===== config.mk =====
export PLATFORM = sky130hd
export DESIGN_NAME = soft_start_ramp
export DESIGN_NICKNAME = d
export VERILOG_FILES = /design/src/rtl/ss_ramp_pkg.sv /design/src/rtl/ss_scale.sv /design/src/rtl/soft_start_ramp.sv
export SDC_FILE = /design/constraint.sdc
export NUM_CORES = 1
export LEC_CHECK = 0
export ABC_AREA = 1
export ABC_CLOCK_PERIOD_IN_PS = 6250
export BUFFER_PORTS_ARGS = -buffer_cell sky130_fd_sc_hd__buf_2
export CORE_MARGIN = 10
export CORE_UTILIZATION = 35
export CTS_BUF_LIST = sky130_fd_sc_hd__clkbuf_4
export DETAILED_ROUTE_END_ITERATION = 8
export GPL_TIMING_DRIVEN = 1
export PLACE_DENSITY = 0.51
export SLEW_MARGIN = 20
export SYNTH_ARGS = -nofsm -noshare
export SYNTH_HDL_FRONTEND = slang
export SYNTH_SLANG_ARGS = --single-unit

===== constraint.sdc =====
create_clock -name clk -period 6.25 [get_ports clk]
set_input_delay 0.3125 -clock clk [delete_from_list [all_inputs] [get_ports clk]]
set_output_delay 0.3125 -clock clk [all_outputs]
set_load 0.02 [all_outputs]

===== src/rtl/ss_ramp_pkg.sv =====
// Shared state type and default widths/steps for the soft-start ramp timer.
package ss_ramp_pkg;

    typedef enum logic [1:0] {
        IDLE    = 2'd0,
        RAMP_UP = 2'd1,
        FULL    = 2'd2,
        RAMP_DN = 2'd3
    } ss_state_t;

    localparam int unsigned SS_CNT_W     = 27;
    localparam int unsigned SS_TMR_W     = 8;
    localparam int unsigned SS_IN_W      = 16;
    localparam int unsigned SS_STEP      = 1;
    localparam int unsigned SS_FAST_STEP = 256;
    localparam int unsigned SS_SOFT_STOP = 1;

endpackage


===== src/rtl/ss_scale.sv =====
// Registered signed scaler: term_out = floor(term_in * ss_tmr / 2^TMR_W),
// bypassed to term_in in FULL and forced to zero in IDLE.
module ss_scale
    import ss_ramp_pkg::*;
#(
    parameter int unsigned IN_W  = SS_IN_W,
    parameter int unsigned TMR_W = SS_TMR_W
) (
    input  logic                   clk,
    input  logic                   rst_n,
    input  ss_state_t              state,
    input  logic [TMR_W-1:0]       ss_tmr,
    input  logic signed [IN_W-1:0] term_in,
    output logic signed [IN_W-1:0] term_out
);

    localparam int unsigned PROD_W = IN_W + TMR_W + 1;

    logic signed [PROD_W-1:0] term_ext;
    logic signed [PROD_W-1:0] tmr_ext;
    logic signed [PROD_W-1:0] prod;
    logic                     prod_unused;

    assign term_ext = {{(TMR_W + 1){term_in[IN_W-1]}}, term_in};
    assign tmr_ext  = {{IN_W{1'b0}}, 1'b0, ss_tmr};
    assign prod     = term_ext * tmr_ext;

    // Taking the bits above TMR_W of a two's-complement product is the
    // arithmetic shift, i.e. truncation toward -inf.
    assign prod_unused = ^{prod[PROD_W-1], prod[TMR_W-1:0]};

    always_ff @(posedge clk or negedge rst_n) begin
        if (!rst_n) begin
            term_out <= '0;
        end else begin
            case (state)
                IDLE:    term_out <= '0;
                FULL:    term_out <= term_in;
                default: term_out <= prod[TMR_W +: IN_W];
            endcase
        end
    end

endmodule


===== src/rtl/soft_start_ramp.sv =====
// Soft-start/soft-stop ramp timer with built-in term scaler.
// Define SS_FAST_SIM_EN to use FAST_STEP instead of STEP for short simulations.
module soft_start_ramp
    import ss_ramp_pkg::*;
#(
    parameter int unsigned CNT_W     = SS_CNT_W,
    parameter int unsigned TMR_W     = SS_TMR_W,
    parameter int unsigned IN_W      = SS_IN_W,
    parameter int unsigned STEP      = SS_STEP,
    parameter int unsigned FAST_STEP = SS_FAST_STEP,
    parameter int unsigned SOFT_STOP = SS_SOFT_STOP
) (
    input  logic                   clk,
    input  logic                   rst_n,
    input  logic                   en,
    input  logic                   hold,
    input  logic                   clr,
    input  logic signed [IN_W-1:0] term_in,
    output logic [TMR_W-1:0]       ss_tmr,
    output logic                   ramping,
    output logic                   full,
    output logic signed [IN_W-1:0] term_out
);

`ifdef SS_FAST_SIM_EN
    localparam int unsigned STEP_SEL = FAST_STEP;
`else
    localparam int unsigned STEP_SEL = STEP;
`endif

    localparam logic [CNT_W-1:0] STEP_C = CNT_W'(STEP_SEL);

    // A step below one ss_tmr LSB guarantees the increment can never wrap.
    if (64'(STEP_SEL) >= (64'd1 << (CNT_W - TMR_W))) begin : g_step_chk
        $error("soft_start_ramp: step must be < 2^(CNT_W-TMR_W)");
    end

    ss_state_t        state;
    ss_state_t        state_nxt;
    logic [CNT_W-1:0] cnt;
    logic [CNT_W-1:0] cnt_nxt;
    logic [CNT_W-1:0] cnt_inc;
    logic             tmr_top;
    logic             tmr_top_inc;

    assign ss_tmr      = cnt[CNT_W-1 -: TMR_W];
    assign cnt_inc     = cnt + STEP_C;
    assign tmr_top     = &cnt[CNT_W-1 -: TMR_W];
    assign tmr_top_inc = &cnt_inc[CNT_W-1 -: TMR_W];

    always_comb begin
        state_nxt = state;
        cnt_nxt   = cnt;
        if (clr) begin
            state_nxt = IDLE;
            cnt_nxt   = '0;
        end else if (!hold) begin
            case (state)
                IDLE: begin
                    cnt_nxt = '0;
                    if (en) state_nxt = RAMP_UP;
                end
                RAMP_UP, FULL: begin
                    if (!en) begin
                        if (SOFT_STOP != 0) begin
                            state_nxt = RAMP_DN;
                        end else begin
                            state_nxt = IDLE;
                            cnt_nxt   = '0;
                        end
                    end else if (state == RAMP_UP) begin
                        // Re-entry from RAMP_DN can land with ss_tmr already saturated.
                        if (tmr_top) begin
                            state_nxt = FULL;
                        end else begin
                            cnt_nxt = cnt_inc;
                            if (tmr_top_inc) state_nxt = FULL;
                        end
                    end
                end
                RAMP_DN: begin
                    if (en) begin
                        state_nxt = RAMP_UP;
                    end else if (cnt < STEP_C) begin
                        state_nxt = IDLE;
                        cnt_nxt   = '0;
                    end else begin
                        cnt_nxt = cnt - STEP_C;
                    end
                end
                default: begin
                    state_nxt = IDLE;
                    cnt_nxt   = '0;
                end
            endcase
        end
    end

    always_ff @(posedge clk or negedge rst_n) begin
        if (!rst_n) begin
            state   <= IDLE;
            cnt     <= '0;
            ramping <= 1'b0;
            full    <= 1'b0;
        end else begin
            state   <= state_nxt;
            cnt     <= cnt_nxt;
            ramping <= (state_nxt == RAMP_UP) || (state_nxt == RAMP_DN);
            full    <= (state_nxt == FULL);
        end
    end

    ss_scale #(
        .IN_W  (IN_W),
        .TMR_W (TMR_W)
    ) u_scale (
        .clk      (clk),
        .rst_n    (rst_n),
        .state    (state),
        .ss_tmr   (ss_tmr),
        .term_in  (term_in),
        .term_out (term_out)
    );

endmodule


==> flow_summary.yaml <==
routing:
  viasPerCell: 4.82
  drc: 0
  route.detailed.wl_per_inst_um: 16.5
  routed_wirelength_mm: 23.7
  drtAntennaViolNets: 0
  detailroute.via_count: 6939
  first_iter_violations: 521
  drt-pass1-iter-count: 5
worst_hold_path:
  min_to: "full"
  hold_depth: 4
  class_of_the_most_critical_hold_timing_path: "in2reg"
  min_delay_startpoint: "hold"
critical_path:
  r2r-start: "cnt[22]"
  worst-r2r-setup-slack_ns: 1.17
  cp_data_arrival_time_ns: 5.44
  r2r.worst_path.cells: 21
  end_kind: "flip-flop"
  worstSetupPathType: "reg2reg"
  cp-start-kind: "flip-flop"
  critical_path.reg2reg.endpoint: "u_scale.term_out[15]"
  timing.critical_path.required_ns: 6.62
  critical_path_fanout_max: 12
floorplanning:
  fp.dieArea_um2: 29600
  floorplan.rows: 55
  num_io_pins: 47
  die_width_um: 172
  fp.dieH_um: 172
  floorplan.initialDensity_pct: 35.6
  core_region_area_um2: 22700
logic_synthesis:
  synth_simple_gate_area_share_pct: 24.7
  synth_xor_area_share_pct: 4.33
  synth-compound-area-share_pct: 9.01
  synth.distinct_cells: 44
  synth-main-ff-cell: "sky130_fd_sc_hd__dfrtp_1"
  synth.avg_cell_area_um2: 7.10
  post_synth_edffs: 0
  synth.cells.most_frequent: "sky130_fd_sc_hd__nand2_1, sky130_fd_sc_hd__inv_1, sky130_fd_sc_hd__fa_1"
  synth.most_common_cell: "sky130_fd_sc_hd__nand2_1"
  yosys.area.top_type_share_pct: 24.5
  yosys.area_share.adder_pct: 32.1
  syn-instance-count: 1140
  syn_area_um2: 8100
  synth_seq_cells: 46
  synth.top_cells.by_area: "sky130_fd_sc_hd__fa_1, sky130_fd_sc_hd__dfrtp_1, sky130_fd_sc_hd__nand2_1, sky130_fd_sc_hd__inv_1, sky130_fd_sc_hd__ha_1"
  seq_area_frac_synth_pct: 14.2
  synth.largest_area_cell: "sky130_fd_sc_hd__fa_1"
  synth_warnings: 0
  postSynth.asyncResetShare_pct: 100
  synth_top_family_by_area: "adder cells"
  synth_nets: 1309
  synth_mux_area_share_pct: 0
final_layout:
  finish.net_count: 1322
  drive_gt1_share_pct: 9.97
  final_core_util_pct: 38.0
  area.growth.synth_to_final_pct: 6.48
cts:
  clock-root-buffer: "sky130_fd_sc_hd__clkbuf_4"
  clockBufferDepth: 2
  cts_buffers: 5
  cts.repair.resized: 0
  hold_buffers: 1
  post-cts-setup-buffers: 0
  clock_sink_count: 46
  ctsHtreeMaxLevel: 2
  clock_insertion_delay_worst_skew_ns: 0.45
  cts.reportedPaths.clkPinSlew_ns: 0.18
  tritoncts: "built"
placed_design:
  gp_routability_congestion: 0.893
  hpwl_mm: 18.5
  port_buffer_count: 46
global_routing:
  antenna_violations_before_repair: 1
  overflow: 0
  first_global_vias: 7198
  overall_global_routing_resource_usage_pct: 16.8
  largest_net_degree_at_the_start_of_global_routing: 47
  wire_length_of_the_first_global_routing_pass_mm: 39.1
power:
  ir_drop_uv: 52.6
  leakage_nw: 4.89
  p_per_area_nw_per_um2: 76.6
timing:
  slew_violations: 0
  worstMarginPinSlew_ns: 0.960
  timing.slew.headroom_pct: 35.8
  finalSetupViolations: 0
  layout_worst_path_cycle_share_pct: 81.2
  finalSetupTns_ns: 0
  finalWorstPathRequiredPeriod_ns: 5.08
  grt_setup_unrepaired: "false"
  timing.final.hold_violations: 0
  final.setup_skew_ns: 0.0258
  fmax_mhz: 197
status:
  run_status: "complete, no violations"
run:
  max-cap-violations: 0
metrics by stage:
step	power [W]	hold slack, ns	setup slack, ns	cell area [µm²]	std cells
2_1_floorplan	0.000388	0.0169	1.35	8100	1140
3_3_place_gp	0.000443	0.495	1.30	8530	1430
3_5_place_dp	0.000442	0.505	1.24	8530	1430
4_1_cts	0.000670	0.178	1.18	8620	1439
5_1_grt	0.000691	0.196	0.728	8620	1440
6_report	0.000660	0.192	1.17	8620	1440
sequential cells by signal, indices dropped and copies added, names as in the netlist:
signal and cells:
state 2, cnt 27, full 1, u_scale.term_out 16
worst max-delay path by stage:
stage | start | endpoint | slack [ns]
after floorplan | cnt[21] | u_scale.term_out[15] | 1.35
after global placement | cnt[22] | u_scale.term_out[15] | 1.30
after detailed placement | cnt[22] | u_scale.term_out[15] | 1.24
after CTS | cnt[22] | u_scale.term_out[15] | 1.18
after global routing | cnt[22] | u_scale.term_out[15] | 0.73
final | cnt[22] | u_scale.term_out[15] | 1.17
report_power, final:
group,internal [W],switching (W)
Sequential,0.000304,0.00000407
Clock,0.0000849,0.000140
Combinational,0.0000326,0.0000947
layer usage:
metal,wire [µm],vias up,GRT usage (%)
li1,-,3436,-
met1,11300,3346,22.5
met2,11200,140,28.4
met3,958,17,2.12
met4,330,0,3.56
met5,0,-,0
layout by cell type, fill, tap and decap left out, types with 7 or more instances in the layout:
cell                      Yosys  layout
sky130_fd_sc_hd__nand2_1    296     296
sky130_fd_sc_hd__inv_1      257     257
sky130_fd_sc_hd__fa_1        99      99
sky130_fd_sc_hd__nor2_1      66      66
sky130_fd_sc_hd__o21ai_0     50      50
sky130_fd_sc_hd__ha_1        49      49
sky130_fd_sc_hd__dfrtp_1     46      46
sky130_fd_sc_hd__buf_2        6      46
sky130_fd_sc_hd__nand3_1     38      38
sky130_fd_sc_hd__xor2_1      32      32
sky130_fd_sc_hd__a21oi_1     25      25
sky130_fd_sc_hd__o22ai_1     18      18
sky130_fd_sc_hd__inv_2       14      14
sky130_fd_sc_hd__nor3_1      13      12
sky130_fd_sc_hd__buf_4       10      12
sky130_fd_sc_hd__nand4_1      8       8
sky130_fd_sc_hd__a22o_1       8       8
sky130_fd_sc_hd__xnor2_1      8       8
sky130_fd_sc_hd__nand2_2      8       8
sky130_fd_sc_hd__o21ai_1      7       7
sky130_fd_sc_hd__nor2_4       7       7
cells by family (layout without fill, tap and decap cells):
logic type | Yosys count | count (layout)
and+or+nand+nor | 456 | 456
buffers and inverters | 325 | 339
adders and majority gates | 148 | 148
AOI/OAI and AO/OA | 125 | 125
DFF | 46 | 46
xor gates and xnor gates | 40 | 40
other | 0 | 1
critical path, stage by stage, from the launching register on:
cell and delay, ns:
sky130_fd_sc_hd__dfrtp_1 0.80, sky130_fd_sc_hd__nand2_1 0.14, sky130_fd_sc_hd__fa_1 0.51, sky130_fd_sc_hd__inv_1 0.05
sky130_fd_sc_hd__fa_1 0.47, sky130_fd_sc_hd__fa_1 0.54, sky130_fd_sc_hd__inv_1 0.05, sky130_fd_sc_hd__fa_1 0.53
sky130_fd_sc_hd__inv_1 0.05, sky130_fd_sc_hd__ha_1 0.37, sky130_fd_sc_hd__a21oi_1 0.32, sky130_fd_sc_hd__o21a_1 0.14
sky130_fd_sc_hd__o21ai_0 0.10, sky130_fd_sc_hd__a21oi_1 0.23, sky130_fd_sc_hd__nor2_1 0.07, sky130_fd_sc_hd__nor2_1 0.15
sky130_fd_sc_hd__o21ai_1 0.12, sky130_fd_sc_hd__nand2_1 0.08, sky130_fd_sc_hd__nand2_1 0.06, sky130_fd_sc_hd__nand2_1 0.05
sky130_fd_sc_hd__nand2_1 0.05, sky130_fd_sc_hd__o21ai_1 0.11
final cells by class:
class,instances,area (µm²)
Fill cell,2455,14100
Multi-Input combinational cell,769,5680
Sequential cell,46,1150
Inverter,272,1020
Tap cell,285,357
Timing Repair Buffer,59,330
Clock inverter,3,43.8
Clock buffer,5,37.5
Antenna cell,1,2.50
(Power assumes the default switching activity.)
